### src/rtl/nr2u_rdrsp_buf.sv
// nr2u_rdrsp_buf: per-read-port request issue, fixed-latency return check and
// credit-protected first-word-fall-through response buffer for the nr2u 1r1w memory.

module nr2u_rdrsp_buf_chk (
   input logic clk,
   input logic rst,
   input logic push,
   input logic full
);
   // Credits reserve a slot for every in-flight read, so a full FIFO never sees a push.
   no_push_when_full: assert property (@(posedge clk) disable iff (rst) !(push && full));
endmodule

module nr2u_rdrsp_buf #(
   parameter int WIDTH      = 32,
   parameter int BITADDR    = 13,
   parameter int BITPADR    = 14,
   parameter int DEPTH      = 8,
   parameter int BITDPTH    = 3,
   parameter int READ_DELAY = 4
) (
   input  logic               clk,
   input  logic               rst,
   input  logic               ready,
   input  logic               rq_vld,
   input  logic [BITADDR-1:0] rq_addr,
   output logic               rq_rdy,
   output logic               ru_read,
   output logic [BITADDR-1:0] ru_addr,
   input  logic               ru_vld,
   input  logic [WIDTH-1:0]   ru_dout,
   input  logic               ru_serr,
   input  logic               ru_derr,
   input  logic [BITPADR-1:0] ru_padr,
   output logic               rs_vld,
   output logic [WIDTH-1:0]   rs_dout,
   output logic               rs_serr,
   output logic               rs_derr,
   output logic [BITPADR-1:0] rs_padr,
   input  logic               rs_rdy,
   output logic               err_proto,
   output logic [BITDPTH:0]   occ
);
   localparam int ENTW = WIDTH + 2 + BITPADR;
   localparam int SUPW = $clog2(READ_DELAY + 1);
   localparam logic [BITDPTH:0] DEPTH_V = (BITDPTH + 1)'(DEPTH);
   localparam logic [SUPW-1:0]  SUP_END = SUPW'(READ_DELAY);

   logic [ENTW-1:0]       mem_r [DEPTH];
   logic [BITDPTH:0]      wr_ptr_r;
   logic [BITDPTH:0]      rd_ptr_r;
   logic [BITDPTH:0]      occ_r;
   logic [READ_DELAY-1:0] pipe_r;
   logic [SUPW-1:0]       sup_cnt_r;
   logic                  ru_read_r;
   logic [BITADDR-1:0]    ru_addr_r;
   logic                  err_r;

   logic                  accept_s;
   logic                  expected_s;
   logic                  push_s;
   logic                  pop_s;
   logic                  miss_s;
   logic                  stray_s;
   logic                  empty_s;
   logic                  full_s;
   logic [ENTW-1:0]       head_s;

   assign empty_s    = (wr_ptr_r == rd_ptr_r);
   assign full_s     = (wr_ptr_r[BITDPTH] != rd_ptr_r[BITDPTH]) &&
                       (wr_ptr_r[BITDPTH-1:0] == rd_ptr_r[BITDPTH-1:0]);
   assign expected_s = pipe_r[READ_DELAY-1];
   assign rq_rdy     = ready & (occ_r < DEPTH_V);
   assign accept_s   = rq_vld & rq_rdy;
   assign push_s     = ru_vld & expected_s;
   assign pop_s      = rs_rdy & ~empty_s;
   assign miss_s     = expected_s & ~ru_vld;
   // Stray returns right after reset release may belong to reads issued before reset.
   assign stray_s    = ru_vld & ~expected_s & (sup_cnt_r == SUP_END);

   assign head_s  = empty_s ? {ENTW{1'b0}} : mem_r[rd_ptr_r[BITDPTH-1:0]];
   assign {rs_dout, rs_serr, rs_derr, rs_padr} = head_s;
   assign rs_vld    = ~empty_s;
   assign ru_read   = ru_read_r;
   assign ru_addr   = ru_addr_r;
   assign err_proto = err_r;
   assign occ       = occ_r;

   // Issue register and the expected-return shift pipe.
   always_ff @(posedge clk or posedge rst) begin
      if (rst) begin
         ru_read_r <= 1'b0;
         ru_addr_r <= {BITADDR{1'b0}};
         pipe_r    <= {READ_DELAY{1'b0}};
      end else begin
         ru_read_r <= accept_s;
         if (accept_s) begin
            ru_addr_r <= rq_addr;
         end else begin
            ru_addr_r <= ru_addr_r;
         end
         pipe_r[0] <= ru_read_r;
         for (int i = 1; i < READ_DELAY; i++) begin
            pipe_r[i] <= pipe_r[i-1];
         end
      end
   end

   // Response storage; contents are don't-care until a pointer covers them.
   always_ff @(posedge clk) begin
      if (push_s) begin
         mem_r[wr_ptr_r[BITDPTH-1:0]] <= {ru_dout, ru_serr, ru_derr, ru_padr};
      end
   end

   // FIFO pointers and occupancy (buffered entries plus reads in flight).
   always_ff @(posedge clk or posedge rst) begin
      if (rst) begin
         wr_ptr_r <= {(BITDPTH + 1){1'b0}};
         rd_ptr_r <= {(BITDPTH + 1){1'b0}};
         occ_r    <= {(BITDPTH + 1){1'b0}};
      end else begin
         if (push_s) begin
            wr_ptr_r <= wr_ptr_r + {{BITDPTH{1'b0}}, 1'b1};
         end
         if (pop_s) begin
            rd_ptr_r <= rd_ptr_r + {{BITDPTH{1'b0}}, 1'b1};
         end
         occ_r <= occ_r + (BITDPTH + 1)'(accept_s) - (BITDPTH + 1)'(pop_s)
                        - (BITDPTH + 1)'(miss_s);
      end
   end

   // Sticky protocol error and post-reset stray-return suppression window.
   always_ff @(posedge clk or posedge rst) begin
      if (rst) begin
         err_r     <= 1'b0;
         sup_cnt_r <= {SUPW{1'b0}};
      end else begin
         if (miss_s || stray_s) begin
            err_r <= 1'b1;
         end
         if (sup_cnt_r != SUP_END) begin
            sup_cnt_r <= sup_cnt_r + {{(SUPW - 1){1'b0}}, 1'b1};
         end
      end
   end

   nr2u_rdrsp_buf_chk u_chk (
      .clk  (clk),
      .rst  (rst),
      .push (push_s),
      .full (full_s)
   );
endmodule

### config.mk
export PLATFORM = sky130hd
export DESIGN_NAME = nr2u_rdrsp_buf
export DESIGN_NICKNAME = d
export VERILOG_FILES = /design/src/rtl/nr2u_rdrsp_buf.sv
export SDC_FILE = /design/constraint.sdc
export NUM_CORES = 1
export LEC_CHECK = 0
export CORE_MARGIN = 2
export CORE_UTILIZATION = 47
export DETAILED_ROUTE_END_ITERATION = 7
export PLACE_DENSITY = 0.7
export SLEW_MARGIN = 20
export SYNTH_ARGS = -nofsm -noshare
export SYNTH_HDL_FRONTEND = slang
export SYNTH_SLANG_ARGS = --single-unit
### constraint.sdc
create_clock -name clk -period 4.33 [get_ports clk]
set_input_delay 0.866 -clock clk [delete_from_list [all_inputs] [get_ports clk]]
set_output_delay 0.866 -clock clk [all_outputs]
set_load 0.1 [all_outputs]
==> flow_summary.json <==
{
  "syn2layout_area_growth_pct": 19.5,
  "synth_top_area_cell": "edfxtp_1",
  "die_area_sq_um": 36300,
  "cp-start-kind": "register",
  "wirelength_um": 32900,
  "worst_hold_slack_ns": 0.347,
  "cp_max_fo": 105,
  "cts_resized": 0,
  "numCtsBuffers": 45,
  "setup_slack_ns": 0.482,
  "fillCellCount": 2672,
  "hpwl_um": 17300,
  "grt_use_total": 0.183,
  "required_ns": 3.46,
  "place.gp.congestion": 0.710,
  "clockRootBuffer": "clkbuf_16",
  "placed_cells": 1449,
  "maxSlewViolCount": 0,
  "slew_headroom": 0.341,
  "netlist_area_sq_um": 16300,
  "post-route-period-util": 0.889,
  "final_cells": 1531,
  "tightest_slew_ns": 0.985,
  "cts_tree": "built",
  "io_buffers": 135,
  "gr-total-overflow": 0,
  "yosys_warnings": 0,
  "max_cap_violations": 0,
  "synth_edf_count": 384,
  "fmax_mhz": 260,
  "synth_fp_nets": 963,
  "yosys-top-cells-area": "edfxtp_1, mux2i_1, dfrtp_1, a22oi_1, and3_1",
  "drc": 0,
  "async_flop_share": 0.0813,
  "num_rows": 68,
  "final_common_cell": "edfxtp_1",
  "avgSynthCellArea_sq_um": 18.4,
  "chipHeight_um": 190,
  "synth_top_flop_cell": "edfxtp_1",
  "n_antenna_cell": 0,
  "first_pass_iters": 6,
  "ios": 136,
  "seq_area_frac_synth": 0.757,
  "tns_ns": 0,
  "hold_viol_final": 0,
  "worstSkewPairLatency_ns": 0.54,
  "clockBufferDepth": 3,
  "cts.clk_slew.worst_paths_ns": 0.06,
  "grt_pass1_wl_um": 50300,
  "clock_skew_ns": 0.0202,
  "cp_data_arrival_time_ns": 2.98,
  "coreArea_sq_um": 34400,
  "die_w_um": 190,
  "cts_sinks": 418,
  "drtAntennaViolNets": 0,
  "setup_violations": 0,
  "worstHoldPathType": "register to register",
  "crit_type": "register to output port",
  "vias": 8446,
  "initial_core_util": 0.476,
  "endpoint_kind": "output port",
  "netlist.area_leader.share": 0.705,
  "antenna_found_initial": 2,
  "dp_slack_ns": 1.06,
  "grt_pass1_vias": 8775,
  "vias_per_cell": 5.52,
  "post_cts_buffers": 0,
  "cts_htree_levels": 2,
  "drtIter0Drc": 564,
  "wl_per_cell_um": 21.5,
  "grt_max_degree": 106,
  "final_nets": 1117,
  "cts-hold-fix-buffers": 0,
  "ys_types": 35,
  "synth_cells": 887,
  "most-common-layout-cells": "edfxtp_1, mux2i_1, a22oi_1",
  "finalCriticalPeriod_ns": 3.85,
  "drive_above_1_share": 0.143,
  "status": "completed",
  "rsz0062_at_grt": "false",
  "ys_ff_latch": 418
}
-- flip-flops by register name (all words and copies together) (netlist names) --
register   count
err_proto      1
pipe_r         4
mem_r        384
wr_ptr_r       4
ru_addr       13
occ            4
ru_read        1
sup_cnt_r      3
rd_ptr_r       4
-- cells in the mapped netlist, types with 2 or more instances --
cell,number
buf_4,13
inv_1,10
mux2_2,5
clkbuf_4,2
nand3_1,3
nor2b_2,2
xnor2_1,12
nor3_1,2
edfxtp_1,384
and3_1,48
clkbuf_1,7
mux2i_1,192
fa_1,2
buf_6,15
dfrtp_1,34
ha_1,7
a22oi_1,96
mux2_1,9
nand2_1,8
nor2_1,10
buf_2,12
-- cell families (layout without fill, tap and decap cells) --
family          count (synthesis)  in the layout  share of synthesized area
compound gates                 99             99                     0.0452
xor+xnor                       13             13                    0.00697
fa+ha+maj                       9              9                    0.00781
buf+inv                        60            249                     0.0257
flops                         418            418                      0.757
mux                           207            207                      0.128
simple gates                   81             81                     0.0288
-- layer usage --
layer / share of wire / global-route usage
met1: 0.44 / 0.253
met2: 0.49 / 0.301
met3: 0.052 / 0.0317
met4: 0.019 / 0.0465
met5: 0.00088 / 0
-- per-stage QoR --
step / area (sq um) / util
2_1_floorplan: 16400 / -
3_3_place_gp: 18100 / 0.527
3_5_place_dp: 18100 / 0.527
4_1_cts: 19500 / 0.568
5_1_grt: 19500 / 0.568
6_report: 19500 / 0.568
-- cell type report --
| class | count | area [sq um] | area share |
|---|---|---|---|
| clock buffer | 59 | 1210 | 0.0620 |
| clock inverter | 23 | 209 | 0.0107 |
| inverter | 10 | 37.5 | 0.00192 |
| multi-input combinational | 409 | 3640 | 0.186 |
| sequential | 418 | 12400 | 0.634 |
| tap | 455 | 569 | 0.0291 |
| timing repair buffer | 157 | 1480 | 0.0757 |
-- path summary, 6_finish.rpt --
kind / endpoint / depth (start not counted) / from / slack, ns
setup / recovery: rs_dout[12] / 5 / rd_ptr_r[1] / 0.48
hold / removal: pipe_r[3] / 0 / pipe_r[2] / 0.35
setup reg to reg: occ[3] / 12 / rd_ptr_r[1] / 1.34
hold reg to reg: pipe_r[3] / 0 / pipe_r[2] / 0.35
max in group asynchronous: wr_ptr_r[2] / 3 / rst / 3.07
min in group asynchronous: ru_addr[6] / 2 / rst / 0.74
-- critical path: stages (launching register included) --
cell     delay [ns]
dfrtp_4        0.76
buf_12         0.52
mux2i_1        0.17
a22oi_1        0.22
and3_1         0.23
buf_4          0.31
Power is left out: the tool's default activity adds up to more than one toggle a clock period on the data nets, which glitch-free logic cannot reach.
==> variant, RTL diff (config.mk and constraints unchanged) <==
Put one more register stage on the output `err_proto`, cleared by the reset. The value now appears one clock later. The other outputs are not delayed to match.
--- a/src/rtl/nr2u_rdrsp_buf.sv
+++ b/src/rtl/nr2u_rdrsp_buf.sv
@@ -83,7 +83,13 @@
    assign rs_vld    = ~empty_s;
    assign ru_read   = ru_read_r;
    assign ru_addr   = ru_addr_r;
-   assign err_proto = err_r;
+   always_ff @(posedge clk or posedge rst) begin
+      if (rst) begin
+         err_proto <= '0;
+      end else begin
+         err_proto <= err_r;
+      end
+   end
    assign occ       = occ_r;
 
    // Issue register and the expected-return shift pipe.
Check against the original RTL: not equivalent (a bounded check fails within 10 cycles, from zero or initial values and one cycle with rst high).
==> variant against the unedited design <==
  * Sequential cell count up 1
  * Setup slack better by 0.060 ns
  * Via count down 1.2%
  * Final area down 0.21%
  * Critical path depth up 1
  * Largest cell class unchanged
  * Hold slack worse by 0.0031 ns
  * Highest routed layer unchanged
  * Routed wire length down 2.1%
  * Register-to-register slack worse by 0.13 ns
  * Non-clock buffer count up 2
  * Area after synthesis up 0.18%
Power is not shown: default switching activity piles up to over one toggle a cycle in this logic, so the estimate is an artifact.
==> variant: results (changes against the unedited design) <==
- Post-synthesis sequential area ratio: 75.8% (was 75.7%)
- Worst EP arrival: 2.92 ns (was 2.98 ns)
- Synth Area in XOR/XNOR: 0.695% (was 0.697%)
- Root Buffer: clkbuf_16 (unchanged)
- Top cells by area, synth: edfxtp_1, mux2i_1, dfrtp_1, a22oi_1, and3_1 (unchanged)
- Htree depth: 2 (unchanged)
- Fraction of the mapped netlist area in adder cells: 0.779% (was 0.781%)
- Slowest stage cell, crit path: buf_16 (was dfrtp_4)
- Worst Hold Launch: pipe_r[2] (unchanged)
- Count of TritonRoute iterations in the first routing pass: 5 (was 6)
- Initial antenna violation count: 1 (was 2)
- Max reg flops: 384 (unchanged)
- Detailed Place HPWL: 17300 microns (about the same)
- Final nets: 1118 (was 1117)
- Detailed Route Iter0 Violations: 656 (was 564)
- Pin count of the biggest net entering global routing: 161 (was 106)
- Clk_lat worst skew: 0.54 ns (about the same)
- Worst-Margin Slew: 0.999 ns (was 0.985 ns)
- Global Route Usage Sum: 17.8% (was 18.3%)
- Vias in the first global route: 8497 (was 8775)
- Number of cells on the worst hold path: 0 (unchanged)
- Routed len/inst: 21.1 microns (was 21.5 microns)
- Async S/R FF share, synth: 8.35% (was 8.13%)
- Antenna Cells: 0 (unchanged)
- Crit path max fanout: 109 (was 105)
- Synth cell types: 35 (unchanged)
- Commonest cells post-synth: edfxtp_1, mux2i_1, a22oi_1 (unchanged)
- WHS: 0.344 ns (was 0.347 ns)
- Mux contribution to synthesized area: 12.8% (about the same)
- Via density per instance: 5.46 (was 5.52)
- Worst-case clock skew: 0.0124 ns (was 0.0202 ns)
- CP Launch Point: rd_ptr_r[1] (unchanged)
- Gpl congestion: 0.680 (was 0.710)
- CP delay by family, top: buffers and inverters (unchanged)
- Post-synth net total: 964 (was 963)
- Hold Path Sink: pipe_r[3] (unchanged)
- # fillers: 2640 (was 2672)
- Status: completed (unchanged)
- Post-synth EDFFs: 384 (unchanged)
- Register-to-register setup slack: 1.21 ns (was 1.34 ns)
- Setup crit end: rs_padr[9] (was rs_dout[12])
- Reg-to-reg endpoint: occ[3] (unchanged)
- Cts bufs inserted: 43 (was 45)
- Share of cells above drive strength 1: 14.6% (was 14.3%)
- Share of the synthesized area in the top cell type: 70.4% (was 70.5%)
- Crit-path max cell delay: 0.52 ns (was 0.76 ns)
- Max Freq: 0.264 GHz (was 0.260 GHz)
- Worst reg2reg startpoint: rd_ptr_r[0] (was rd_ptr_r[1])
- # resized after CTS: 0 (unchanged)
- Global-route wire length before repair: 49100 microns (was 50300 microns)
- Synth Area in Compound Gates: 4.51% (was 4.52%)
- CP Class: register to primary output (unchanged)
## variant: metrics by stage
step                utilization (%)  worst slack [ns]  std cells  cell area (sq um)
floorplan                         -             0.178        888              16400
global placement               52.6              1.12       1451              18100
detailed placement             52.6              1.06       1451              18100
CTS                            56.5             0.571       1528              19500
global route                   56.6             0.413       1529              19500
finish                         56.6             0.542       1529              19500
## variant: per-layer routing
metal | part of all wire [%] | routed length, microns | vias up | track usage (%)
met5 | 0.050 | 16 | - | 0
met4 | 1.4 | 454 | 2 | 4.41
met3 | 4.9 | 1560 | 39 | 3.04
met2 | 50 | 16100 | 193 | 30.1
met1 | 44 | 14000 | 4277 | 24.0
li1 | - | - | 3831 | -
## variant: worst reg2reg max path, stage by stage, from the launching register on
cell and delay, ns:
dfrtp_1 0.51, xnor2_1 0.31, nand4_4 0.48, nand2_2 0.32
fa_1 0.19, inv_1 0.04, ha_1 0.26, inv_1 0.05
ha_1 0.12, inv_1 0.05, fa_1 0.40, xnor2_1 0.18
xnor2_1 0.13
## variant: logic make-up after synthesis
kind of cell / after synthesis
mux: 207
buf+inv: 60
simple gates: 81
compound gates: 99
xor+xnor: 13
flops: 419
fa+ha+maj: 9
## variant: cell type report
| class | instances | area share (%) |
|---|---|---|
| Sequential cell | 419 | 63.7 |
| Multi-Input combinational cell | 409 | 18.7 |
| Tap cell | 455 | 2.92 |
| Timing Repair Buffer | 159 | 7.70 |
| Clock buffer | 50 | 5.66 |
| Clock inverter | 27 | 1.17 |
| Inverter | 10 | 0.193 |
